### src/rtl/imem_dmem_loader_if.sv
// Host-to-loader word stream: valid/ready handshake carrying 32-bit words
// plus an end-of-transfer marker.
interface imem_dmem_loader_if;
  logic        s_valid;
  logic [31:0] s_data;
  logic        s_last;
  logic        s_ready;

  modport master (output s_valid, s_data, s_last, input s_ready);
  modport slave  (input s_valid, s_data, s_last, output s_ready);
endinterface

### src/rtl/imem_dmem_loader.sv
// Boot-time image loader: parses header/payload words from the host stream,
// writes them into imem/dmem external ports, then releases the cpu.
module imem_dmem_loader #(
  parameter int IMEM_AW = 9,
  parameter int DMEM_AW = 10,
  parameter int CNT_W   = 10
) (
  input  logic                 clk,
  input  logic                 srst,
  imem_dmem_loader_if.slave    host,
  output logic [31:0]          addr_ext,
  output logic                 wen_ext,
  output logic [31:0]          wdata_ext,
  output logic [31:0]          addr_ext_2,
  output logic                 wen_ext_2,
  output logic [31:0]          wdata_ext_2,
  output logic                 cpu_enable,
  output logic                 busy,
  output logic                 err,
  input  logic                 reload
);

  localparam int IW = (IMEM_AW > DMEM_AW) ? IMEM_AW : DMEM_AW;
  localparam logic [IW-1:0] IMEM_MASK = {IW{1'b1}} >> (IW - IMEM_AW);
  localparam logic [IW-1:0] DMEM_MASK = {IW{1'b1}} >> (IW - DMEM_AW);

  typedef enum logic [1:0] {HDR, DATA, RUN} state_t;

  state_t           state;
  logic             ready_q;
  logic             tgt;
  logic [IW-1:0]    idx;
  logic [CNT_W-1:0] cnt;

  logic             hs;
  logic [IW-1:0]    hdr_mask;
  logic [IW-1:0]    base_idx;
  logic [IW-1:0]    cur_mask;
  logic [31:0]      wr_addr;
  logic             unused_hdr_bits;

  assign host.s_ready    = ready_q;
  assign hs              = host.s_valid && ready_q;
  assign unused_hdr_bits = ^{host.s_data[29:26], host.s_data[15:CNT_W]};

  // Base index is masked to the target memory's width at latch time so the
  // running index always stays within the selected memory.
  always_comb begin
    hdr_mask = host.s_data[31] ? DMEM_MASK : IMEM_MASK;
    base_idx = IW'(host.s_data[25:16]) & hdr_mask;
    cur_mask = tgt ? DMEM_MASK : IMEM_MASK;
    wr_addr  = 32'({idx, 2'b00});
  end

  always_ff @(posedge clk) begin
    if (srst) begin
      state       <= HDR;
      ready_q     <= 1'b1;
      cpu_enable  <= 1'b0;
      busy        <= 1'b0;
      err         <= 1'b0;
      wen_ext     <= 1'b0;
      wen_ext_2   <= 1'b0;
      addr_ext    <= '0;
      wdata_ext   <= '0;
      addr_ext_2  <= '0;
      wdata_ext_2 <= '0;
      tgt         <= 1'b0;
      idx         <= '0;
      cnt         <= '0;
    end else begin
      wen_ext   <= 1'b0;
      wen_ext_2 <= 1'b0;
      case (state)
        HDR: begin
          if (hs) begin
            if (host.s_data[30]) begin
              state      <= RUN;
              ready_q    <= 1'b0;
              cpu_enable <= 1'b1;
            end else if (host.s_last) begin
              err <= 1'b1;
            end else if (host.s_data[CNT_W-1:0] != '0) begin
              tgt   <= host.s_data[31];
              idx   <= base_idx;
              cnt   <= host.s_data[CNT_W-1:0];
              busy  <= 1'b1;
              state <= DATA;
            end
          end
        end
        DATA: begin
          if (hs) begin
            if (tgt) begin
              wen_ext_2   <= 1'b1;
              addr_ext_2  <= wr_addr;
              wdata_ext_2 <= host.s_data;
            end else begin
              wen_ext   <= 1'b1;
              addr_ext  <= wr_addr;
              wdata_ext <= host.s_data;
            end
            idx <= (idx + IW'(1)) & cur_mask;
            cnt <= cnt - CNT_W'(1);
            // A stray s_last still commits its word but aborts the section.
            if (cnt == CNT_W'(1) || host.s_last) begin
              state <= HDR;
              busy  <= 1'b0;
            end
            if (host.s_last) begin
              err <= 1'b1;
            end
          end
        end
        RUN: begin
          if (reload) begin
            state      <= HDR;
            cpu_enable <= 1'b0;
            err        <= 1'b0;
            ready_q    <= 1'b1;
          end
        end
        default: state <= HDR;
      endcase
    end
  end

endmodule

### src/flat_wrapper.sv
// flat-port wrapper written by rule: the top's interface ports become plain ports
module imem_dmem_loader_flat 
#(
  parameter int IMEM_AW = 9,
  parameter int DMEM_AW = 10,
  parameter int CNT_W   = 10
)
  (clk, srst, addr_ext, wen_ext, wdata_ext, addr_ext_2, wen_ext_2, wdata_ext_2, cpu_enable, busy, err, reload, host_s_valid, host_s_data, host_s_last, host_s_ready);
  imem_dmem_loader_if host_i ();
  input  logic clk;
  input  logic srst;
  output logic [31:0] addr_ext;
  output logic wen_ext;
  output logic [31:0] wdata_ext;
  output logic [31:0] addr_ext_2;
  output logic wen_ext_2;
  output logic [31:0] wdata_ext_2;
  output logic cpu_enable;
  output logic busy;
  output logic err;
  input  logic reload;
  input wire logic [$bits(host_i.s_valid)-1:0] host_s_valid;
  input wire logic [$bits(host_i.s_data)-1:0] host_s_data;
  input wire logic [$bits(host_i.s_last)-1:0] host_s_last;
  output wire logic [$bits(host_i.s_ready)-1:0] host_s_ready;
  assign host_i.s_valid = host_s_valid;
  assign host_i.s_data = host_s_data;
  assign host_i.s_last = host_s_last;
  assign host_s_ready = host_i.s_ready;
  imem_dmem_loader #(.IMEM_AW(IMEM_AW), .DMEM_AW(DMEM_AW), .CNT_W(CNT_W)) u_core (.clk(clk), .srst(srst), .host(host_i), .addr_ext(addr_ext), .wen_ext(wen_ext), .wdata_ext(wdata_ext), .addr_ext_2(addr_ext_2), .wen_ext_2(wen_ext_2), .wdata_ext_2(wdata_ext_2), .cpu_enable(cpu_enable), .busy(busy), .err(err), .reload(reload));
endmodule
### config.mk
export PLATFORM = sky130hd
export DESIGN_NAME = imem_dmem_loader_flat
export DESIGN_NICKNAME = d
export VERILOG_FILES = /design/src/rtl/imem_dmem_loader_if.sv /design/src/rtl/imem_dmem_loader.sv /design/src/flat_wrapper.sv
export SDC_FILE = /design/constraint.sdc
export NUM_CORES = 1
export LEC_CHECK = 0
export ABC_AREA = 1
export BUFFER_PORTS_ARGS = -buffer_cell sky130_fd_sc_hd__buf_2
export CORE_MARGIN = 4
export CORE_UTILIZATION = 54
export DETAILED_ROUTE_END_ITERATION = 16
export PLACE_DENSITY = 0.9
export SYNTH_ARGS = -nofsm -noshare
export SYNTH_HDL_FRONTEND = slang
export SYNTH_SLANG_ARGS = --single-unit
export TNS_END_PERCENT = 30
### constraint.sdc
create_clock -name clk -period 3.9 [get_ports clk]
set_input_delay 0.975 -clock clk [delete_from_list [all_inputs] [get_ports clk]]
set_output_delay 0.975 -clock clk [all_outputs]
set_load 0.02 [all_outputs]
==> metrics.yaml, run 1 <==
status:
  status: "finished, final reports clean"
setup_path:
  start_kind: "register"
  path_class: "reg -> reg"
  crit_path_max_fanout: 52
  cp_num_buf_inv: 4
  cpPeakStageDelay_ps: 760
  end_kind: "register"
  cp_slowest_cell: "inv_2"
  worstPathRequired_ps: 4340
  path_cells: "inv_2 > nor2_2 > buf_4 > inv_2 > nor2_4 > nand2_2 > inv_2 > o21ai_0 > a21oi_1"
  cp_common_cell: "inv_2"
  crit_family: "buffers and inverters"
  worstPathArrival_ps: 3180
grt:
  antenna_found_initial: 0
  grt_pass1_wl_mm: 21.30
  grt_pass1_vias: 4398
  grt.overflow.total: 0
  gr-usage-all-layers_pct: 24.09
  grt_max_degree: 55
sta:
  rsz0062_at_grt: "false"
  max_slew_margin_pct: 43.67
  setup_tns_ps: 0
  drv_slew: 0
  setup_slack_ps: 1151
  layout_min_cycle_time_ps: 2749
  setup_viol: 0
  whs_ps: 466.2
  fmax_mhz: 363.8
  tightest_slew_ps: 843.7
  hold_violations: 0
  fin_crit_sh_pct: 70.48
  clock-skew-final_ps: 7.043
finish:
  mostFrequentLayoutCell: "nor2_1"
  fin_cells: 924
  syn2layout_area_growth_pct: 21.07
  layout-drive-gt1-share_pct: 20.96
  layout_common_cells: "nor2_1, buf_2, dfxtp_1"
  fin_nets: 844
  n_antenna_cell: 0
synthesis:
  yosys_warnings: 0
  syn-instance-count: 693
  ys_seq_elements: 113
  syn_area_um2: 4959
  synth.distinct_cells: 31
  seq_area_frac_synth_pct: 45.62
  syn_area_per_cell_um2: 7.155
run:
  max_cap_viol_count: 0
clocking:
  cts_buffers: 17
  clkTransAtPathRegs_ps: 60
  cts_tree: "built"
  ctsResizeCount: 0
  holdBufCountCts: 0
  cts.htree.levels: 4
  clock_latency_ps: 510
  cts_setup_buffers: 0
  clkSinkCount: 113
  cts_max_path_buffers: 2
  clockRootBuffer: "clkbuf_8"
drt:
  vias: 4875
  vias_per_cell: 5.276
  wl_per_cell_um: 14.54
  wirelength_mm: 13.44
  drcViolationCount: 0
  drtAntennaViolNets: 0
  dr.pass1.iters: 6
  drt-initial-drc-count: 488
die:
  die_w_um: 103.8
  chipHeight_um: 103.8
  initial_core_util_pct: 56.04
  rows: 34
  core_area_um2: 8848
  die-area_um2: 10780
  io_pins: 171
placement:
  dp_cells: 893
  pre_cts_ws_ps: 1062
  dp_hpwl_mm: 8.729
  placement.io_buffers: 126
  gp_congestion: 0.9018
min_path:
  hp-class: "reg -> reg"
pwr:
  p_total_mw: 3.123
  leakagePower_nw: 2.871
  ir_drop_uv: 259.2
  p_per_area_nw_per_um2: 520.2
[metrics by stage]
stage                     cell area [um2]  utilization, %
final                                6003           67.85
after global placement               5419           61.24
after CTS                            6003           67.85
after detailed placement             5419           61.24
after global routing                 6003           67.85
after floorplan                      5120               -
[synth_stat cells]
library cell | instances | area share (%)
a21oi_1 | 38 | 3.8
a31oi_1 | 1 | 0.13
and2_0 | 1 | 0.13
buf_1 | 1 | 0.076
buf_2 | 11 | 1.1
buf_4 | 46 | 7.0
buf_6 | 2 | 0.45
clkbuf_1 | 20 | 1.5
conb_1 | 1 | 0.076
dfxtp_1 | 113 | 46
ha_1 | 3 | 0.76
inv_1 | 31 | 2.3
inv_2 | 4 | 0.30
mux2i_1 | 1 | 0.20
nand2_1 | 95 | 7.2
nand2_2 | 4 | 0.50
nand2_4 | 1 | 0.23
nand3_1 | 37 | 3.7
nand4_1 | 5 | 0.63
nor2_1 | 169 | 13
nor2_2 | 1 | 0.13
nor2_4 | 1 | 0.23
nor3_1 | 2 | 0.20
nor3b_1 | 1 | 0.15
o211ai_1 | 1 | 0.15
o21ai_0 | 91 | 9.2
o21ai_1 | 8 | 0.81
or2_0 | 1 | 0.13
or2_2 | 1 | 0.13
or3_1 | 1 | 0.13
xor2_1 | 1 | 0.18
[power breakdown]
part / switching [mW] / total [mW] / internal, mW
registers: 0.0312 / 1.23 / 1.20
logic: 0.271 / 0.379 / 0.108
clock network: 0.515 / 1.51 / 0.999
[registers in the layout, indices dropped and copies added (netlist names), 2 cells and up]
signal and flops:
u_core.wdata_ext 32, u_core.wdata_ext_2 32, u_core.addr_ext 10, u_core.addr_ext_2 10
u_core.cnt 10, u_core.idx 10, u_core.state 2
[worst register-to-register path: stages, from the launching register on]
cell and delay, ps:
dfxtp_1 380, inv_2 50, nor2_2 80, buf_4 270, inv_2 240, nor2_4 170
nand2_2 330, inv_2 760, o21ai_0 210, a21oi_1 190
[kinds of logic after synthesis]
logic type      Yosys count  synth area share [%]
flops                   113                 45.62
xor+xnor                  1                0.1767
buf+inv                 115                 12.77
fa+ha+maj                 3                0.7571
compound gates          139                 14.11
other cells               1               0.07563
simple gates            320                 26.29
mux                       1                0.2019
[layout make-up]
type | instances | area [um2]
Fill cell | 687 | 2845
Sequential cell | 113 | 2262
Multi-Input combinational cell | 508 | 2225
Timing Repair Buffer | 129 | 665.6
Clock buffer | 21 | 449.2
Clock inverter | 10 | 135.1
Tap cell | 108 | 135.1
Inverter | 35 | 131.4
[layer usage]
layer / GRT usage [%] / vias up / routed length, um
met5: 0 / - / 0
met4: 11.49 / 0 / 488
met3: 5.721 / 48 / 1129
met2: 40.71 / 266 / 6559
met1: 28.81 / 2196 / 5258
li1: - / 2365 / -
[final timing paths]
check,depth (start not counted),slack [ps],end,start
max,9,1150,u_core.wdata_ext_2[5],u_core.state[0]
min,2,470,u_core.cpu_enable,u_core.cpu_enable
max reg2reg,9,1150,u_core.wdata_ext_2[5],u_core.state[0]
min reg2reg,2,470,u_core.cpu_enable,u_core.cpu_enable
(Power assumes the default switching activity.)
==> run 2: changes to the inputs <==
--- a/config.mk
+++ b/config.mk
@@ -8,9 +8,9 @@
 export ABC_AREA = 1
 export BUFFER_PORTS_ARGS = -buffer_cell sky130_fd_sc_hd__buf_2
 export CORE_MARGIN = 4
-export CORE_UTILIZATION = 54
+export CORE_UTILIZATION = 45
 export DETAILED_ROUTE_END_ITERATION = 16
-export PLACE_DENSITY = 0.9
+export PLACE_DENSITY = 0.81
 export SYNTH_ARGS = -nofsm -noshare
 export SYNTH_HDL_FRONTEND = slang
 export SYNTH_SLANG_ARGS = --single-unit
==> constraint.sdc (replaced) <==
create_clock -name clk -period 2.3 [get_ports clk]
set_input_delay 0.575 -clock clk [delete_from_list [all_inputs] [get_ports clk]]
set_output_delay 0.575 -clock clk [all_outputs]
set_load 0.02 [all_outputs]
==> metrics.yaml, run 2 (synthesis gave the netlist of run 1 again) <==
clocking:
  cts_setup_buffers: 0
  ctsResizeCount: 0
  cts_buffers: 17
  cts.htree.levels: 4
  cts_tree: "built"
  holdBufCountCts: 0
  clkSinkCount: 113
  clock_latency_ps: 510
  cts_max_path_buffers: 2
  clockRootBuffer: "clkbuf_8"
  clkTransAtPathRegs_ps: 60
finish:
  fillerInstances: 999
  mostFrequentLayoutCell: "nor2_1"
  design_area_um2: 6121
  fin_nets: 849
  syn2layout_area_growth_pct: 23.44
  reg_top3: "u_core.wdata_ext (32), u_core.wdata_ext_2 (32)"
  layout-drive-gt1-share_pct: 21.68
  layout_common_cells: "nor2_1, buf_2, dfxtp_1"
  n_antenna_cell: 0
setup_path:
  path_class: "reg -> reg"
  r2r_slack_ps: 360
  worstPathRequired_ps: 2690
  crit_path_max_fanout: 24
  cpPeakStageDelay_ps: 390
  reg2regPathDepth: 8
  start_kind: "register"
  end_kind: "register"
  worstPathArrival_ps: 2330
  path_cells: "inv_2 > nor2_2 > inv_2 > nor2_4 > nand2_2 > buf_4 > o21ai_0 > nor2_1"
  cp_slowest_cell: "dfxtp_1"
  cp_common_cell: "inv_2"
die:
  rows: 38
  chipHeight_um: 113.0
  io_pins: 171
  die_w_um: 113.0
  initial_core_util_pct: 45.94
  core_area_um2: 10790
  die-area_um2: 12760
grt:
  grt.overflow.total: 0
  grtUsageMet1_pct: 25.42
  grt-busiest-layer: "met2"
  grt_util_met3_pct: 4.332
  grt_pass1_wl_mm: 20.74
  grt_pass1_vias: 4200
  met2_usage_pct: 33.49
  antenna_found_initial: 0
  grt_max_degree: 54
  gr-usage-all-layers_pct: 20.09
sta:
  layout_min_cycle_time_ps: 1938
  fin_crit_sh_pct: 84.26
  setup_tns_ps: 0
  hold_violations: 0
  rsz0062_at_grt: "false"
  clock-skew-final_ps: 9.186
  fmax_mhz: 516.0
  drv_slew: 0
  whs_ps: 313.9
  setup_viol: 0
pwr:
  p_per_area_nw_per_um2: 886.5
  leakagePower_nw: 2.902
  ir_drop_uv: 448.9
drt:
  drcViolationCount: 0
  drtAntennaViolNets: 0
  vias_per_cell: 4.888
  wl_per_cell_um: 13.71
  vias: 4697
  dr.pass1.iters: 5
  wirelength_mm: 13.18
  drt-initial-drc-count: 522
placement:
  placement.io_buffers: 126
  gp_congestion: 0.8945
  place_area_um2: 5509
  dp_hpwl_mm: 8.851
status:
  status: "finished, final reports clean"
min_path:
  hp-class: "in -> reg"
  holdPathStages: 3
run:
  max_cap_viol_count: 0
run 2: cell count changes in the layout (fill, tap and decap cells not counted), sizes merged:
cell / previous run / this run
buf: 129 / 134
clkbuf: 21 / 18
clkinv: 6 / 4
clkinvlp: 1 / 3
inv: 35 / 37
bufinv: 3 / 4
run 2: final cells by class:
cell class,count,area (um2),share of cell area (%)
clock buffers,18,427.9,6.991
clock inverters,13,183.9,3.005
inverters,35,131.4,2.146
multi-input cells,508,2225,36.34
flip-flops and latches,113,2262,36.96
well taps,140,175.2,2.862
repair buffers,134,715.7,11.69
run 2: worst paths after layout:
| check | startpoint | to |
|---|---|---|
| max | u_core.state[0] | u_core.wdata_ext[30] |
| min | reload | u_core.host.s_ready |
| max reg2reg | u_core.state[0] | u_core.wdata_ext[30] |
| min reg2reg | u_core.err | u_core.err |
run 2: stage by stage:
stage / power, mW / worst slack (ps) / instances / utilization, %
2_1_floorplan: 2.635 / 723.0 / 736 / -
6_report: 5.426 / 362.0 / 961 / 56.71
3_3_place_gp: 2.738 / 268.5 / 930 / 51.04
4_1_cts: 5.439 / 387.3 / 961 / 56.71
5_1_grt: 5.620 / 231.8 / 961 / 56.71
3_5_place_dp: 2.745 / 296.6 / 930 / 51.04
run 2: where the power goes:
| part | internal (mW) | total (mW) | switching, mW |
|---|---|---|---|
| clock network | 1.78 | 2.71 | 0.926 |
| registers | 2.03 | 2.08 | 0.0523 |
| logic | 0.185 | 0.635 | 0.450 |
| total | 4.00 | 5.43 | 1.43 |
run 2: critical path, delay by kind of cell (launching register included):
kind	cells	cell delay, ps
AO/OA/AOI/OAI	1	390
buffers and inverters	3	520
flip-flops	1	390
AND/OR/NAND/NOR	4	520
run 2: routing by layer:
layer  up-vias  wire length, um
li1       2376                -
met1      2117             5735
met2       184             6358
met3        20              891
met4         0              192
met5         -                0
